<file path="config.mk">
export PLATFORM = sky130hd
export DESIGN_NAME = excp_commit_ctrl
export DESIGN_NICKNAME = d
export VERILOG_FILES = /design/src/rtl/excp_commit_ctrl.sv
export SDC_FILE = /design/constraint.sdc
export NUM_CORES = 1
export LEC_CHECK = 0
export BUFFER_PORTS_ARGS = -buffer_cell sky130_fd_sc_hd__clkbuf_2
export CAP_MARGIN = 25
export CORE_MARGIN = 3
export CORE_UTILIZATION = 45
export CTS_BUF_LIST = sky130_fd_sc_hd__clkbuf_8
export CTS_CLUSTER_SIZE = 8
export DETAILED_ROUTE_END_ITERATION = 12
export PLACE_DENSITY_LB_ADDON = 0.3
export SYNTH_ARGS = -nofsm -noshare
export SYNTH_HDL_FRONTEND = slang
export SYNTH_SLANG_ARGS = --single-unit
</file>
<file path="constraint.sdc">
create_clock -name clk -period 4.2 [get_ports clk]
set_clock_uncertainty 0.1 [all_clocks]
set_input_delay 0.42 -clock clk [delete_from_list [all_inputs] [get_ports clk]]
set_output_delay 0.42 -clock clk [all_outputs]
set_load 0.1 [all_outputs]
</file>
<file path="src/rtl/excp_commit_ctrl.sv">
// Exception / interrupt / ERTN commit controller.
// Catches an event at WB, stalls WB, waits for outstanding data-memory
// traffic to drain, pulses the CSR exception or ERTN write together with a
// pipeline flush, then hands the new fetch PC to Pre-IF over valid/ready.
module excp_commit_ctrl #(
    parameter logic [5:0]  INT_ECODE = 6'h00,
    parameter logic [15:0] DRAIN_MAX = 16'd1023
) (
    input  logic        clk,
    input  logic        reset,
    input  logic        wb_valid,
    input  logic        wb_excp,
    input  logic [5:0]  wb_ecode_in,
    input  logic [8:0]  wb_esubcode_in,
    input  logic [31:0] wb_pc_in,
    input  logic        wb_ertn,
    input  logic        has_int,
    input  logic        mem_busy,
    input  logic [31:0] ex_entry,
    input  logic [31:0] er_entry,
    output logic        wb_stall,
    output logic        csr_wb_ex,
    output logic [5:0]  csr_ecode,
    output logic [8:0]  csr_esubcode,
    output logic [31:0] csr_era_pc,
    output logic        csr_ertn_flush,
    output logic        flush,
    output logic        redirect_valid,
    output logic [31:0] redirect_pc,
    input  logic        redirect_ready,
    output logic        drain_timeout
);

    typedef enum logic [1:0] {
        IDLE     = 2'd0,
        DRAIN    = 2'd1,
        COMMIT   = 2'd2,
        REDIRECT = 2'd3
    } state_t;

    state_t      state;
    state_t      state_nxt;
    logic        ev_detect;
    logic        ev_is_ertn;
    logic        stall_q;
    logic [15:0] drain_cnt;
    logic [15:0] drain_cnt_inc;

    // Event detection, next-state selection and state-decoded outputs
    always_comb begin
        ev_detect      = 1'b0;
        state_nxt      = state;
        drain_cnt_inc  = (drain_cnt == '1) ? drain_cnt : drain_cnt + 16'd1;
        if (state == IDLE && !reset)
            ev_detect = wb_valid & (has_int | wb_excp | wb_ertn);
        case (state)
            IDLE:     if (ev_detect) state_nxt = mem_busy ? DRAIN : COMMIT;
            DRAIN:    if (!mem_busy) state_nxt = COMMIT;
            COMMIT:   state_nxt = REDIRECT;
            REDIRECT: if (redirect_ready) state_nxt = IDLE;
            default:  state_nxt = IDLE;
        endcase
        // detect cycle stalls combinationally; later cycles use the register
        wb_stall       = stall_q | ev_detect;
        flush          = (state == COMMIT);
        csr_wb_ex      = (state == COMMIT) & ~ev_is_ertn;
        csr_ertn_flush = (state == COMMIT) & ev_is_ertn;
        redirect_valid = (state == REDIRECT);
    end

    // State register and registered stall for all non-IDLE states
    always_ff @(posedge clk) begin
        if (reset) begin
            state   <= IDLE;
            stall_q <= 1'b0;
        end else begin
            state   <= state_nxt;
            stall_q <= (state_nxt != IDLE);
        end
    end

    // Capture event type, cause codes and PC in the detect cycle
    always_ff @(posedge clk) begin
        if (reset) begin
            ev_is_ertn   <= 1'b0;
            csr_ecode    <= '0;
            csr_esubcode <= '0;
            csr_era_pc   <= '0;
        end else if (ev_detect) begin
            // interrupt > exception > ERTN; ERTN leaves the cause fields alone
            ev_is_ertn <= ~has_int & ~wb_excp;
            csr_era_pc <= wb_pc_in;
            if (has_int) begin
                csr_ecode    <= INT_ECODE;
                csr_esubcode <= '0;
            end else if (wb_excp) begin
                csr_ecode    <= wb_ecode_in;
                csr_esubcode <= wb_esubcode_in;
            end
        end
    end

    // Redirect target: loaded at the COMMIT->REDIRECT edge so it is already
    // valid in the first REDIRECT cycle and held through backpressure
    always_ff @(posedge clk) begin
        if (reset)
            redirect_pc <= '0;
        else if (state == COMMIT)
            redirect_pc <= ev_is_ertn ? er_entry : ex_entry;
    end

    // Saturating per-event drain counter and sticky timeout flag
    always_ff @(posedge clk) begin
        if (reset) begin
            drain_cnt     <= '0;
            drain_timeout <= 1'b0;
        end else if (ev_detect) begin
            drain_cnt <= '0;
        end else if (state == DRAIN) begin
            drain_cnt <= drain_cnt_inc;
            if (drain_cnt_inc >= DRAIN_MAX)
                drain_timeout <= 1'b1;
        end
    end

endmodule
</file>
# ---- Word level (Yosys, flattened, before mapping)
# Index checks and enable logic that the tools add are counted.
dict set report word_totals {
  output_inout_bits 85
  regBits 100
  in_bits 119
}
dict set report op_classes {
  reduce_logical 8
  magnitude_cmp 1
  bitwise_logic 11
  addsub 1
  n_eq_ne 4
  muxes 12
}
# operator n
set op_table {}
lappend op_table {{two-way mux 32 bit} 1}
lappend op_table {{two-way mux 9 bit} 2}
lappend op_table {{adder 16 x 1 -> 16 bit, second input constant} 1}
lappend op_table {{equality test 16 bit, second input constant} 1}
lappend op_table {{>= comparator 16 x 10 -> 1 bit, second input constant} 1}
lappend op_table {{two-way mux 16 bit} 1}
lappend op_table {{two-way mux 6 bit} 2}
lappend op_table {{two-way mux 2 bit} 4}
lappend op_table {{one-hot mux 2 bit (4 select lines)} 1}
lappend op_table {{bitwise AND 1 bit} 4}
lappend op_table {{equality test 2 bit, second input constant} 2}
lappend op_table {{inverter 1 bit} 4}
lappend op_table {{nonzero test 2 bit} 2}
lappend op_table {{OR 1 bit} 3}
lappend op_table {{AND reduction 3 bit} 1}
lappend op_table {{equality test 2 x 1 -> 1 bit, second input constant} 1}
lappend op_table {{zero test 2 bit} 1}
lappend op_table {{AND reduction 2 bit} 1}
lappend op_table {{OR reduction 2 bit} 1}
lappend op_table {{logical AND 1 bit} 1}
lappend op_table {{zero test 1 bit} 1}
lappend op_table {{two-way mux 1 bit} 1}

# ---- Longest topological paths before layout
dict set report depth {
  depth_word 7
  mapped_depth 8
  ltp_nobuf 7
}

# ---- Least setup slack after synthesis
# No wires, ideal clock.
dict set report synth_timing {
  path_type {register to output}
  from {reg state[1]}
  to {out csr_wb_ex}
  path_stages_with_launch 4
  path_slack_ns 1.422
  required_time_ns 3.680
  arrival_ns 2.258
  path_cell_list {dfxtp_1 nor2b_1 clkbuf_1 nor2b_1}
}
dict set report synth_via {
  elab_chain_cells 2
}
# element line_no
set synth_lines {}
lappend synth_lines {{start: declaration} 41} ;# state_t state;
lappend synth_lines {{start signal: assignment} 77} ;# state <= state_nxt;
lappend synth_lines {{equality test 2 bit} 66} ;# csr_wb_ex = (state == COMMIT) & ~ev_is_ertn;
lappend synth_lines {{bitwise AND 1 bit} 66}
lappend synth_lines {{end: declaration} 22} ;# output logic csr_wb_ex,
# Every way passes these cells.

# ---- Worst setup path after layout
dict set report layout_timing {
  from {reg state[1]}
  to {out csr_ertn_flush}
}
dict set report layout_via {
  elab_chain_cells 2
}
# element line_no
set layout_lines {}
lappend layout_lines {{equality test 2 bit} 67} ;# csr_ertn_flush = (state == COMMIT) & ev_is_ertn;
lappend layout_lines {{bitwise AND 1 bit} 67}
lappend layout_lines {{end: declaration} 26} ;# output logic csr_ertn_flush,
# Every way passes these cells.

==> results by group <==
Status
  • Status: finished clean

Clock network
  • CTS HTree Levels: 3
  • Clk root buf: clkbuf_8
  • CTS sink cnt: 100
  • Cts bufs inserted: 9
  • Post-CTS Resized: 0
  • CTS tree: yes
  • CTS hold repair buffers: 0
  • CTS max path bufs: 2
  • Buffer count from post-CTS setup fixing: 0
  • Clk pin slew, worst setup/hold paths: 0.11 ns
  • Clock latency at the later pin of the worst-skew pair: 0.36 ns

Setup path
  • Worst Path Arrival: 2.08 ns
  • Crit path kind: flop to output pin
  • Worst Setup SP: state[1]
  • Critical Path Source Type: flop
  • Max FO, Critical Path: 33
  • Critical Path RT: 3.68 ns
  • R2r setup slk: 1.69 ns
  • FF-to-FF Start: drain_cnt[0]
  • Critical Path Sink Type: output pin
  • Crit path capture: csr_ertn_flush
  • Worst Reg-to-Reg Cells: 7
  • R2R Path End: drain_timeout

Cells and area
  • Nets@finish: 790
  • Most frequent cells in the layout: clkbuf_2, dfxtp_1, nand2_1, nor2_1, a21oi_1
  • Multi-input gate area: 2130 um2
  • Share of layout cells above drive strength 1: 0.356
  • Syn-to-layout area delta: 28.1%
  • Fillers: 823
  • Fin cells: 803
  • Diode count: 0
  • Most common cell after layout, fill and taps aside: clkbuf_2
  • Post-Route Utilization: 0.598
  • Register area: 2000 um2

Floorplanning
  • Core Area: 9330 um2
  • I/O pin total: 204
  • Chip Width: 104 um
  • FP Rows: 35
  • Die height: 104 um
  • Full die area: 10,900 um2
  • Initial Util: 0.467

Place
  • Pre-CTS worst setup slack: 1.74 ns
  • Placed Cells: 786
  • GP Congestion: 0.921
  • Hpwl dp: 8590 um
  • Buffers added on ports: 203

Global route
  • All-Layer GR Usage: 0.207
  • Largest net degree at the start of global routing: 71
  • Total global routing overflow: 0
  • Vias in the first global route: 3,930
  • Initial antenna violation count: 0
  • First-pass GRT wire length: 18,600 um

Detailed routing
  • Drt first pass iters: 4
  • Post-DRT Antenna Nets: 0
  • Wire per inst: 14.1 um
  • DRC Markers: 0
  • Via count: 4,089
  • Initial DRC count: 230
  • Post-Route WL: 11,300 um
  • Via density: 5.09

STA
  • Final setup vio count: 0
  • Worst Max-Slew Pin Slew: 0.728 ns
  • Setup ws final: 1.60 ns
  • Worst hold slack: 0.160 ns
  • Max Fclk: 0.384 GHz
  • Tcrit/Tclk final: 0.620
  • Final Hold Viols: 0
  • Tmin final: 2.60 ns
  • Setup TNS: 0 ns
  • Final slew viol count: 0
  • Rel. slew slack: 0.514
  • RSZ-0062 raised after global routing: false

Synth
  • Synth warnings: 0
  • Synth Register Bits: 100
  • Post-synth ARST share: 0
  • Register area share after synthesis: 0.460
  • Post-Syn Nets: 610
  • Prevailing post-synth register cell: dfxtp_1
  • Syn Area/Cell: 8.89 um2
  • Netlist Area Pre-Place: 4350 um2
  • Post-synth EDFFs: 0
  • Mapped Cells: 490
  • Cell variety after synth: 53

Worst hold path
  • Hold path depth: 2
  • Hold WC Path Type: primary input to flop
  • Worst Min Path Start: wb_esubcode_in[7]

Power and ir drop
  • Max VDD drop: 0.000214 V
  • PwrDens: 406 nW/um2
  • Static leakage: 2.35 nW

Flow run
  • MaxCap Viol Count: 0
==> critical path, stage by stage, from the launching register on <==
cell and delay [ns]:
dfxtp_1 0.42, nor2b_4 0.60, and2_1 0.23, clkbuf_2 0.46
==> where the power goes <==
group / switching [mW] / internal, mW
sequential: 0.0330 / 1.00
combinational: 0.520 / 0.139
clock: 0.348 / 0.225
==> cells by family after synthesis <==
logic type / share of synthesized area
buffers and inverters: 0.0546
DFF: 0.460
muxes: 0.0876
adders and majority gates: 0.00287
and+or+nand+nor: 0.197
xor gates and xnor gates: 0.0221
AOI/OAI and AO/OA: 0.176
==> final cells by class <==
type                       instances  share of cell area
clock buffer                       9              0.0222
timing repair buffer             209               0.194
sequential                       100               0.359
multi-input combinational        343               0.381
inverter                           7             0.00471
tap                              129              0.0289
clock inverter                     6             0.00987
==> metrics by stage <==
| step | cell area [um2] | total power, mW |
|---|---|---|
| finish | 5580 | 2.27 |
| detailed placement | 5360 | 1.71 |
| global route | 5580 | 2.37 |
| floorplan | 4350 | 1.57 |
| CTS | 5540 | 2.29 |
| global placement | 5360 | 1.70 |
==> worst min-delay path by stage <==
stage	slack, ns	endpoint
global placement	0.34	csr_era_pc[31]
floorplan	0.39	drain_cnt[14]
detailed placement	0.35	csr_era_pc[1]
CTS	0.14	csr_esubcode[7]
finish	0.16	csr_esubcode[7]
global route	0.14	csr_era_pc[12]
==> layer usage <==
metal	GRT usage	part of all wire
met3	0.0695	0.069
met1	0.244	0.40
met5	0	0
met2	0.348	0.51
met4	0.0750	0.022
==> flip-flops by register name, summed over array words and instances, names as in the netlist <==
| register | count |
|---|---|
| csr_esubcode | 9 |
| stall_q | 1 |
| drain_timeout | 1 |
| ev_is_ertn | 1 |
| csr_era_pc | 32 |
| drain_cnt | 16 |
| redirect_pc | 32 |
| csr_ecode | 6 |
| state | 2 |
==> synth_stat cells, types with 5 or more instances <==
cell type,instances,area [um2]
dfxtp_1,100,2000
nand2_1,79,297
nor2_1,57,214
a21oi_1,42,210
mux2i_1,37,370
a211oi_1,34,255
clkbuf_1,22,82.6
a22o_1,15,131
inv_1,7,26.3
buf_1,6,22.5
buf_6,6,67.6
nor3_1,6,30.0
xor2_1,6,52.6
nand2b_1,5,31.3
nand4_1,5,31.3
nor4_1,5,31.3
xnor2_1,5,43.8
Note: power is estimated with default switching activity, not from simulation.
